**src/rtl/mem_arb_pkg.sv**
```systemverilog
// Shared types and constants for the I/D-cache memory-port arbiter.
package mem_arb_pkg;

    localparam int MEM_ARB_ADDR_W = 28;
    localparam int MEM_ARB_DATA_W = 128;

    // Requester IDs used for the pick result and last_gnt.
    localparam logic REQ_I = 1'b0;
    localparam logic REQ_D = 1'b1;

    typedef enum logic [1:0] {
        IDLE  = 2'd0,
        GNT_I = 2'd1,
        GNT_D = 2'd2
    } state_t;

endpackage

```
**src/rtl/mem_arbiter_if.sv**
```systemverilog
// Bundle of cache-side and memory-side line-transfer signals around mem_arbiter.
// slave: arbiter view. master: view of the environment (caches plus memory).
interface mem_arbiter_if #(
    parameter int ADDR_W = mem_arb_pkg::MEM_ARB_ADDR_W,
    parameter int DATA_W = mem_arb_pkg::MEM_ARB_DATA_W
);
    logic              mem_read_I;
    logic              mem_write_I;
    logic [ADDR_W-1:0] mem_addr_I;
    logic [DATA_W-1:0] mem_wdata_I;
    logic [DATA_W-1:0] mem_rdata_I;
    logic              mem_ready_I;

    logic              mem_read_D;
    logic              mem_write_D;
    logic [ADDR_W-1:0] mem_addr_D;
    logic [DATA_W-1:0] mem_wdata_D;
    logic [DATA_W-1:0] mem_rdata_D;
    logic              mem_ready_D;

    logic              mem_read;
    logic              mem_write;
    logic [ADDR_W-1:0] mem_addr;
    logic [DATA_W-1:0] mem_wdata;
    logic [DATA_W-1:0] mem_rdata;
    logic              mem_ready;

    modport slave (
        input  mem_read_I, mem_write_I, mem_addr_I, mem_wdata_I,
        output mem_rdata_I, mem_ready_I,
        input  mem_read_D, mem_write_D, mem_addr_D, mem_wdata_D,
        output mem_rdata_D, mem_ready_D,
        output mem_read, mem_write, mem_addr, mem_wdata,
        input  mem_rdata, mem_ready
    );

    modport master (
        output mem_read_I, mem_write_I, mem_addr_I, mem_wdata_I,
        input  mem_rdata_I, mem_ready_I,
        output mem_read_D, mem_write_D, mem_addr_D, mem_wdata_D,
        input  mem_rdata_D, mem_ready_D,
        input  mem_read, mem_write, mem_addr, mem_wdata,
        output mem_rdata, mem_ready
    );

endinterface

```
**src/rtl/mem_arb_pick.sv**
```systemverilog
// Combinational winner select for an IDLE arbitration cycle.
// MEM_ARB_ROUND_ROBIN_EN: defined -> alternate on contention using last_gnt;
// undefined -> fixed priority, D over I.
module mem_arb_pick
    import mem_arb_pkg::*;
(
    input  logic req_i,
    input  logic req_d,
    input  logic last_gnt,
    output logic pick
);

`ifdef MEM_ARB_ROUND_ROBIN_EN
    // On contention the requester that did not complete last goes next.
    always_comb begin
        pick = REQ_I;
        if (req_i && req_d) begin
            pick = ~last_gnt;
        end else if (req_d) begin
            pick = REQ_D;
        end
    end
`else
    // D wins whenever it asks; I only when D is quiet.
    logic [1:0] unused_pick_inputs;
    assign unused_pick_inputs = {req_i, last_gnt};

    always_comb begin
        pick = REQ_I;
        if (req_d) begin
            pick = REQ_D;
        end
    end
`endif

endmodule

```
**src/rtl/mem_arbiter.sv**
```systemverilog
// Shares one line-wide memory port between I-cache and D-cache. The grant is
// held for one full transaction (request to mem_ready, or requester abort)
// and always passes through IDLE before re-arbitrating.
// MEM_ARB_ROUND_ROBIN_EN selects round-robin arbitration; default is D-first.
module mem_arbiter
    import mem_arb_pkg::*;
#(
    parameter int ADDR_W = MEM_ARB_ADDR_W,
    parameter int DATA_W = MEM_ARB_DATA_W
) (
    input  logic          clk,
    input  logic          proc_reset,
    mem_arbiter_if.slave  bus
);

    state_t            state;
    state_t            state_next;
    logic              req_i;
    logic              req_d;
    logic              pick;
    logic              last_gnt;

    logic              read_sel;
    logic              write_sel;
    logic [ADDR_W-1:0] addr_sel;
    logic [DATA_W-1:0] wdata_sel;
    logic [DATA_W-1:0] rdata_i;
    logic [DATA_W-1:0] rdata_d;
    logic              ready_i;
    logic              ready_d;

    assign req_i = bus.mem_read_I | bus.mem_write_I;
    assign req_d = bus.mem_read_D | bus.mem_write_D;

    mem_arb_pick u_pick (
        .req_i    (req_i),
        .req_d    (req_d),
        .last_gnt (last_gnt),
        .pick     (pick)
    );

`ifdef MEM_ARB_ROUND_ROBIN_EN
    // Remember who completed last; aborts leave it unchanged.
    always_ff @(posedge clk) begin
        if (proc_reset) begin
            last_gnt <= REQ_I;
        end else if (bus.mem_ready) begin
            if (state == GNT_I) begin
                last_gnt <= REQ_I;
            end else if (state == GNT_D) begin
                last_gnt <= REQ_D;
            end
        end
    end
`else
    assign last_gnt = REQ_I;
`endif

    // Grant state register.
    always_ff @(posedge clk) begin
        if (proc_reset) begin
            state <= IDLE;
        end else begin
            state <= state_next;
        end
    end

    // Next grant plus owner-selected command and return-path muxing.
    always_comb begin
        state_next = state;
        read_sel   = 1'b0;
        write_sel  = 1'b0;
        addr_sel   = '0;
        wdata_sel  = '0;
        rdata_i    = '0;
        rdata_d    = '0;
        ready_i    = 1'b0;
        ready_d    = 1'b0;
        unique case (state)
            IDLE: begin
                if (req_i || req_d) begin
                    state_next = (pick == REQ_D) ? GNT_D : GNT_I;
                end
            end
            GNT_I: begin
                read_sel  = bus.mem_read_I;
                write_sel = bus.mem_write_I;
                addr_sel  = bus.mem_addr_I;
                wdata_sel = bus.mem_wdata_I;
                rdata_i   = bus.mem_rdata;
                ready_i   = bus.mem_ready;
                if (bus.mem_ready || !req_i) begin
                    state_next = IDLE;
                end
            end
            GNT_D: begin
                read_sel  = bus.mem_read_D;
                write_sel = bus.mem_write_D;
                addr_sel  = bus.mem_addr_D;
                wdata_sel = bus.mem_wdata_D;
                rdata_d   = bus.mem_rdata;
                ready_d   = bus.mem_ready;
                if (bus.mem_ready || !req_d) begin
                    state_next = IDLE;
                end
            end
            default: state_next = IDLE;
        endcase
    end

    assign bus.mem_read    = read_sel;
    assign bus.mem_write   = write_sel;
    assign bus.mem_addr    = addr_sel;
    assign bus.mem_wdata   = wdata_sel;
    assign bus.mem_rdata_I = rdata_i;
    assign bus.mem_rdata_D = rdata_d;
    assign bus.mem_ready_I = ready_i;
    assign bus.mem_ready_D = ready_d;

endmodule
```
**src/flat_wrapper.sv**
```systemverilog
// flat-port wrapper written by rule: the top's interface ports become plain ports
module mem_arbiter_flat import mem_arb_pkg::*;
#(
    parameter int ADDR_W = MEM_ARB_ADDR_W,
    parameter int DATA_W = MEM_ARB_DATA_W
)
  (clk, proc_reset, bus_mem_read_I, bus_mem_write_I, bus_mem_addr_I, bus_mem_wdata_I, bus_mem_rdata_I, bus_mem_ready_I, bus_mem_read_D, bus_mem_write_D, bus_mem_addr_D, bus_mem_wdata_D, bus_mem_rdata_D, bus_mem_ready_D, bus_mem_read, bus_mem_write, bus_mem_addr, bus_mem_wdata, bus_mem_rdata, bus_mem_ready);
  mem_arbiter_if #(.ADDR_W(ADDR_W), .DATA_W(DATA_W)) bus_i ();
  input  logic clk;
  input  logic proc_reset;
  input wire logic [$bits(bus_i.mem_read_I)-1:0] bus_mem_read_I;
  input wire logic [$bits(bus_i.mem_write_I)-1:0] bus_mem_write_I;
  input wire logic [$bits(bus_i.mem_addr_I)-1:0] bus_mem_addr_I;
  input wire logic [$bits(bus_i.mem_wdata_I)-1:0] bus_mem_wdata_I;
  output wire logic [$bits(bus_i.mem_rdata_I)-1:0] bus_mem_rdata_I;
  output wire logic [$bits(bus_i.mem_ready_I)-1:0] bus_mem_ready_I;
  input wire logic [$bits(bus_i.mem_read_D)-1:0] bus_mem_read_D;
  input wire logic [$bits(bus_i.mem_write_D)-1:0] bus_mem_write_D;
  input wire logic [$bits(bus_i.mem_addr_D)-1:0] bus_mem_addr_D;
  input wire logic [$bits(bus_i.mem_wdata_D)-1:0] bus_mem_wdata_D;
  output wire logic [$bits(bus_i.mem_rdata_D)-1:0] bus_mem_rdata_D;
  output wire logic [$bits(bus_i.mem_ready_D)-1:0] bus_mem_ready_D;
  output wire logic [$bits(bus_i.mem_read)-1:0] bus_mem_read;
  output wire logic [$bits(bus_i.mem_write)-1:0] bus_mem_write;
  output wire logic [$bits(bus_i.mem_addr)-1:0] bus_mem_addr;
  output wire logic [$bits(bus_i.mem_wdata)-1:0] bus_mem_wdata;
  input wire logic [$bits(bus_i.mem_rdata)-1:0] bus_mem_rdata;
  input wire logic [$bits(bus_i.mem_ready)-1:0] bus_mem_ready;
  assign bus_i.mem_read_I = bus_mem_read_I;
  assign bus_i.mem_write_I = bus_mem_write_I;
  assign bus_i.mem_addr_I = bus_mem_addr_I;
  assign bus_i.mem_wdata_I = bus_mem_wdata_I;
  assign bus_mem_rdata_I = bus_i.mem_rdata_I;
  assign bus_mem_ready_I = bus_i.mem_ready_I;
  assign bus_i.mem_read_D = bus_mem_read_D;
  assign bus_i.mem_write_D = bus_mem_write_D;
  assign bus_i.mem_addr_D = bus_mem_addr_D;
  assign bus_i.mem_wdata_D = bus_mem_wdata_D;
  assign bus_mem_rdata_D = bus_i.mem_rdata_D;
  assign bus_mem_ready_D = bus_i.mem_ready_D;
  assign bus_mem_read = bus_i.mem_read;
  assign bus_mem_write = bus_i.mem_write;
  assign bus_mem_addr = bus_i.mem_addr;
  assign bus_mem_wdata = bus_i.mem_wdata;
  assign bus_i.mem_rdata = bus_mem_rdata;
  assign bus_i.mem_ready = bus_mem_ready;
  mem_arbiter #(.ADDR_W(ADDR_W), .DATA_W(DATA_W)) u_core (.clk(clk), .proc_reset(proc_reset), .bus(bus_i));
endmodule
```
**config.mk**
```make
export PLATFORM = sky130hd
export DESIGN_NAME = mem_arbiter_flat
export DESIGN_NICKNAME = d
export VERILOG_FILES = /design/src/rtl/mem_arb_pkg.sv /design/src/rtl/mem_arbiter_if.sv /design/src/rtl/mem_arb_pick.sv /design/src/rtl/mem_arbiter.sv /design/src/flat_wrapper.sv
export SDC_FILE = /design/constraint.sdc
export NUM_CORES = 1
export LEC_CHECK = 0
export CAP_MARGIN = 20
export CORE_AREA = 5 5 335 337
export DETAILED_ROUTE_END_ITERATION = 10
export DIE_AREA = 0 0 340 342
export DONT_BUFFER_PORTS = 1
export SYNTH_ARGS = -nofsm -noshare
export SYNTH_HDL_FRONTEND = slang
export SYNTH_SLANG_ARGS = --single-unit
```
**constraint.sdc**
```tcl
create_clock -name clk -period 4.29 [get_ports clk]
set_input_delay 0.2145 -clock clk [delete_from_list [all_inputs] [get_ports clk]]
set_output_delay 0.2145 -clock clk [all_outputs]
set_load 0.005 [all_outputs]
```
# Word level (Yosys, flattened, before mapping)
# Cells that the tools add are included.
[word_totals]
wordCells = 29
register_bits = 2
output_inout_bits = 416
inputBits = 447
[classes]
eq_ne = 5
bitwise_logic = 2
mux = 14
reduce_logical = 7
[ops]
columns = ["cell", "count"]
rows = [
  ["128-bit 2-to-1 mux", 2],
  ["128-bit case mux with 2 select lines", 1],
  ["28-bit case mux with 2 select lines", 1],
  ["2-bit 2-to-1 mux", 4],
  ["2-bit by 1-bit != test with 1-bit output, second input constant", 3],
  ["2-bit case mux with 3 select lines", 1],
  ["1-bit case mux with 2 select lines", 2],
  ["1-bit logical OR", 3],
  ["1-bit 2-to-1 mux", 3],
  ["3-bit AND reduction", 1],
  ["2-bit by 1-bit equality test with 1-bit output, second input constant", 1],
  ["2-bit equality test, second input constant", 1],
  ["1-bit logical NOT", 2],
  ["2-bit logical NOT", 1],
  ["1-bit bitwise OR", 2],
]

# Logic depth before layout (Yosys ltp)
[depth]
ltp_word = 5
ltp_mapped = 7
ltp_nobuf = 6

# By module
# Synthesis repeated with hierarchy kept, for this count alone.
[hier_totals]
cells_unflattened = 678
hier_area_um2 = 4327.9
[modules_own_cells]
columns = ["mod", "n_inst", "cells_each", "seq_area_each_um2", "area_per_inst_um2"]
rows = [
  ["mem_arbiter", 1, 677, 40.0, 4320.4],
  ["mem_arb_pick", 1, 1, 0.0, 7.5],
]

# Worst setup path before layout
# OpenSTA, ideal clock, no wires.
[synth_timing]
kind = "flip-flop to output port"
start = "register u_core.state[1]"
end = "output port bus_mem_wdata[100]"
t_arrival_ns = 1.321
path_slack_ns = 2.755
path_stages_with_launch = 6
path_buffers = 2
required_time_ns = 4.076
cell_sequence = "dfxtp_1 inv_1 ha_1 clkbuf_1 clkbuf_1 nor2b_1"
[synth_between]
elab_chain_cells = 2
elab_cells_between_ends = 3
cone_classes = "2 x eq/ne; 1 x mux"
[synth_rtl]
columns = ["element", "line_no", "text"]
rows = [
  ["start, declared", "mem_arbiter.sv:16", "state_t state;"],
  ["start signal, assigned", "mem_arbiter.sv:64", "state <= state_next;"],
  ["2-bit equality test / 2-bit by 1-bit equality test with 1-bit output (equally long branches)", "mem_arbiter.sv:79", "unique case (state)"],
  ["128-bit case mux with 2 select lines *", "mem_arbiter.sv:79", ""],
  ["end, declared", "flat_wrapper.sv:26", "output wire logic [$bits(bus_i.mem_wdata)-1:0] bus_mem_wdata;"],
]
# Mark *: on every way between the ends. The rest lies on a longest branch, timed or not.

# Worst setup path in the final report
[layout_timing]
start = "register u_core.state[1]"
end = "output port bus_mem_wdata[69]"
# The elaborated chain is that of the path after synthesis.

==> tab_implementation.tex <==
\begin{tabular}{lr}
\hline
Metric & Value \\
\hline
\multicolumn{2}{l}{\textbf{Outcome}} \\
\quad Status & complete, no violations \\
\multicolumn{2}{l}{\textbf{Synth}} \\
\quad Largest area contributor in the netlist & and2\_1 \\
\quad EDFF count, synth & 0 \\
\quad Sequential element share of the synthesized area & 0.009270 \\
\quad Count leader, synth & and2\_1 \\
\quad Share of Yosys cell area claimed by the top area cell type & 0.3737 \\
\quad Number of warning messages in the yosys log & 0 \\
\quad Post-synthesis average cell area & 6.408 sq um \\
\quad Number of distinct library cells after synthesis & 18 \\
\quad Synth top cells by count & and2\_1, a22oi\_1, nor2b\_1 \\
\quad Main area contributors after synthesis & and2\_1, a22oi\_1, nor2b\_1 \\
\quad Fraction of registers with async set/reset & 0 \\
\quad Number of nets produced by synthesis & 1,125 \\
\quad Post-Synthesis Cell Area & 4319 sq um \\
\quad Predominant post-synthesis flop cell & dfxtp\_1 \\
\quad Post-synthesis sequential element count & 2 \\
\quad Cells after Synth & 674 \\
\multicolumn{2}{l}{\textbf{Global routing}} \\
\quad GR met2 Demand/Resource & 0.2301 \\
\quad Largest net degree at the start of global routing & 103 \\
\quad Via count of the first global-routing pass & 5,785 \\
\quad Met1 track demand over resource in global routing & 0.1143 \\
\quad Global-route usage over all layers & 0.1197 \\
\quad Met3 Track Usage GR & 0.06581 \\
\quad GRT Residual Overflow & 0 \\
\quad Global routing's busiest layer & met2 \\
\quad Wire length of the first global-routing pass & 87,260 um \\
\quad Antenna violations before repair & 19 \\
\multicolumn{2}{l}{\textbf{Floorplanning}} \\
\quad Core ar. & 108,600 sq um \\
\quad Floorplan die area & 116,300 sq um \\
\quad Boundary Pins & 863 \\
\quad Number of placement rows & 121 \\
\quad Die W & 340 um \\
\quad Effective utilization at floorplan & 0.03979 \\
\quad Height of the die & 342 um \\
\multicolumn{2}{l}{\textbf{Power and ir drop}} \\
\quad Leakage power & 1.382 nW \\
\quad IR Drop Worst-Case VDD & 0.1466 mV \\
\quad Pwr/cell area & 223.8 nW/um\^{}2 \\
\quad Power, Total & 0.001371 W \\
\multicolumn{2}{l}{\textbf{STA}} \\
\quad Number of setup violations in the final report & 0 \\
\quad Shortest clock period the worst path allows after layout & 2837 ps \\
\quad Slew headroom & 0.2960 \\
\quad Skew final & 1.319 ps \\
\quad Final worst path period share & 0.6613 \\
\quad TNS Setup & 0 ps \\
\quad Final count of hold timing violations & 0 \\
\quad Setup repair after global routing missed its margin & no \\
\quad Slew of the pin with the lowest slew margin & 1054 ps \\
\quad Worst-case hold slack & 56.11 ps \\
\quad Achievable frequency & 0.3525 GHz \\
\quad Number of max-slew violations in the final report & 0 \\
\multicolumn{2}{l}{\textbf{Setup path}} \\
\quad Critical path launch point type & register \\
\quad Crit Path Class & reg2out \\
\quad CP required & 4080 ps \\
\quad Capturing element type of the critical path & primary output \\
\quad Crit Path Max Fanout & 99 \\
\quad Data arrival time of the worst path & 2620 ps \\
\multicolumn{2}{l}{\textbf{CTS}} \\
\quad Total CTS buffers & 3 \\
\quad Clock sink count & 2 \\
\quad Clock latency reported for the late side of the worst-skew pair & 220 ps \\
\quad Setup bufs post-CTS & 0 \\
\quad Clock buffer depth & 2 \\
\quad TritonCTS clock tree & yes \\
\quad H-tree level count & 1 \\
\quad Hold\_buf cts & 0 \\
\quad Clock root buffer master & clkbuf\_16 \\
\quad Clock-pin transition on the worst setup and hold timing paths & 30 ps \\
\quad Total of cells resized after clock tree synthesis & 0 \\
\multicolumn{2}{l}{\textbf{Cells and area}} \\
\quad Share of final-layout standard cells stronger than drive strength 1 & 0.05195 \\
\quad Area used by multi-input combinational logic & 3965 sq um \\
\quad Number of flip-flops in the largest register & 2 \\
\quad Fin cells & 2,050 \\
\quad Synthesis-to-finish area growth & 41.86\% \\
\quad Sequential cell area & 40.04 sq um \\
\quad Top flop regs & u\_core.state x2 \\
\quad Register name with the most flops & u\_core.state \\
\quad Final nets & 1,069 \\
\quad Fill cell total of the finished layout & 12,801 \\
\multicolumn{2}{l}{\textbf{Placed design}} \\
\quad Number of buffer cells added on primary ports & 0 \\
\quad Placed cell count & 2,027 \\
\quad Final weighted congestion in routability-driven placement & 0.7812 \\
\quad Detailed-placement wirelength estimate & 71,000 um \\
\multicolumn{2}{l}{\textbf{Route}} \\
\quad First drt pass iteration count & 4 \\
\quad Total number of vias & 5,331 \\
\quad Mean number of vias per cell & 2.600 \\
\quad Final Routed Wirelength & 75,060 um \\
\quad Residual DRC count & 0 \\
\quad Drt initial violations & 322 \\
\quad Antenna violation net count after detailed routing & 0 \\
\quad Average wire per cell in the routed design & 36.62 um \\
\multicolumn{2}{l}{\textbf{Min path}} \\
\quad Path category of the worst min-delay check & in2reg \\
\multicolumn{2}{l}{\textbf{Run}} \\
\quad Max-capacitance violation count & 0 \\
\hline
\end{tabular}
worst max-delay path, stage by stage (launching register included):
cell and delay, ps:
dfxtp_1 430, inv_1 160, ha_4 620, buf_12 330, nor2b_1 710
path summary, 6_finish.rpt:
path / depth (start not counted) / to / startpoint / slack [ps]
min: 1 / u_core.state[0]$_SDFFE_PP0P_ / proc_reset / 60
max: 4 / bus_mem_wdata[69] / u_core.state[1]$_SDFFE_PP0P_ / 1450
max reg2reg: 7 / u_core.state[1]$_SDFFE_PP0P_ / u_core.state[0]$_SDFFE_PP0P_ / 2170
min reg2reg: 1 / u_core.state[1]$_SDFFE_PP0P_ / u_core.state[1]$_SDFFE_PP0P_ / 610
metal layers:
metal | routed length, um | share of wire | vias to the layer above
met3 | 9637 | 0.13 | 47
met2 | 40400 | 0.54 | 483
li1 | - | - | 2184
met1 | 23770 | 0.32 | 2607
met4 | 1187 | 0.016 | 10
met5 | 69 | 0.00092 | -
where the power goes:
group          internal [W]  leakage (nW)  switching, W  total [W]
Combinational      0.000386          1.33      0.000819    0.00120
Clock              0.000119        0.0371     0.0000226   0.000141
Sequential        0.0000214        0.0165    0.00000385  0.0000252
placed cells by master (no fill, tap or decap), drive strengths merged:
cell,count
nand2b,1
nor2b,158
a21oi,1
nor2,2
inv,4
a31o,2
a22oi,158
a211oi,1
o32ai,1
diode,20
nor4b,1
dfxtp,2
and2,258
clkbuf,3
ha,4
buf,20
layout make-up:
class / count / area share
multi-input combinational: 587 / 0.6471
tap: 1414 / 0.2887
timing repair buffer: 20 / 0.03472
clock buffer: 3 / 0.01225
antenna: 20 / 0.008168
sequential: 2 / 0.006535
inverter: 4 / 0.002450
cell families after synthesis:
family | Yosys count | share of synthesized area
flip-flops | 2 | 0.009270
buffers and inverters | 85 | 0.08430
AND/OR/NAND/NOR | 420 | 0.6083
adder cells (fa/ha/maj) | 4 | 0.01159
AO/OA/AOI/OAI | 163 | 0.2865
through the flow:
| step | setup slack [ps] | utilization | cell area (sq um) |
|---|---|---|---|
| 3_3_place_gp | 1641 | 0.05529 | 6002 |
| 4_1_cts | 1338 | 0.05598 | 6077 |
| 5_1_grt | 1197 | 0.05617 | 6097 |
| 6_report | 1453 | 0.05645 | 6127 |
| 3_5_place_dp | 1575 | 0.05529 | 6002 |
| 2_1_floorplan | 2755 | - | 4319 |
(Power assumes the default switching activity.)
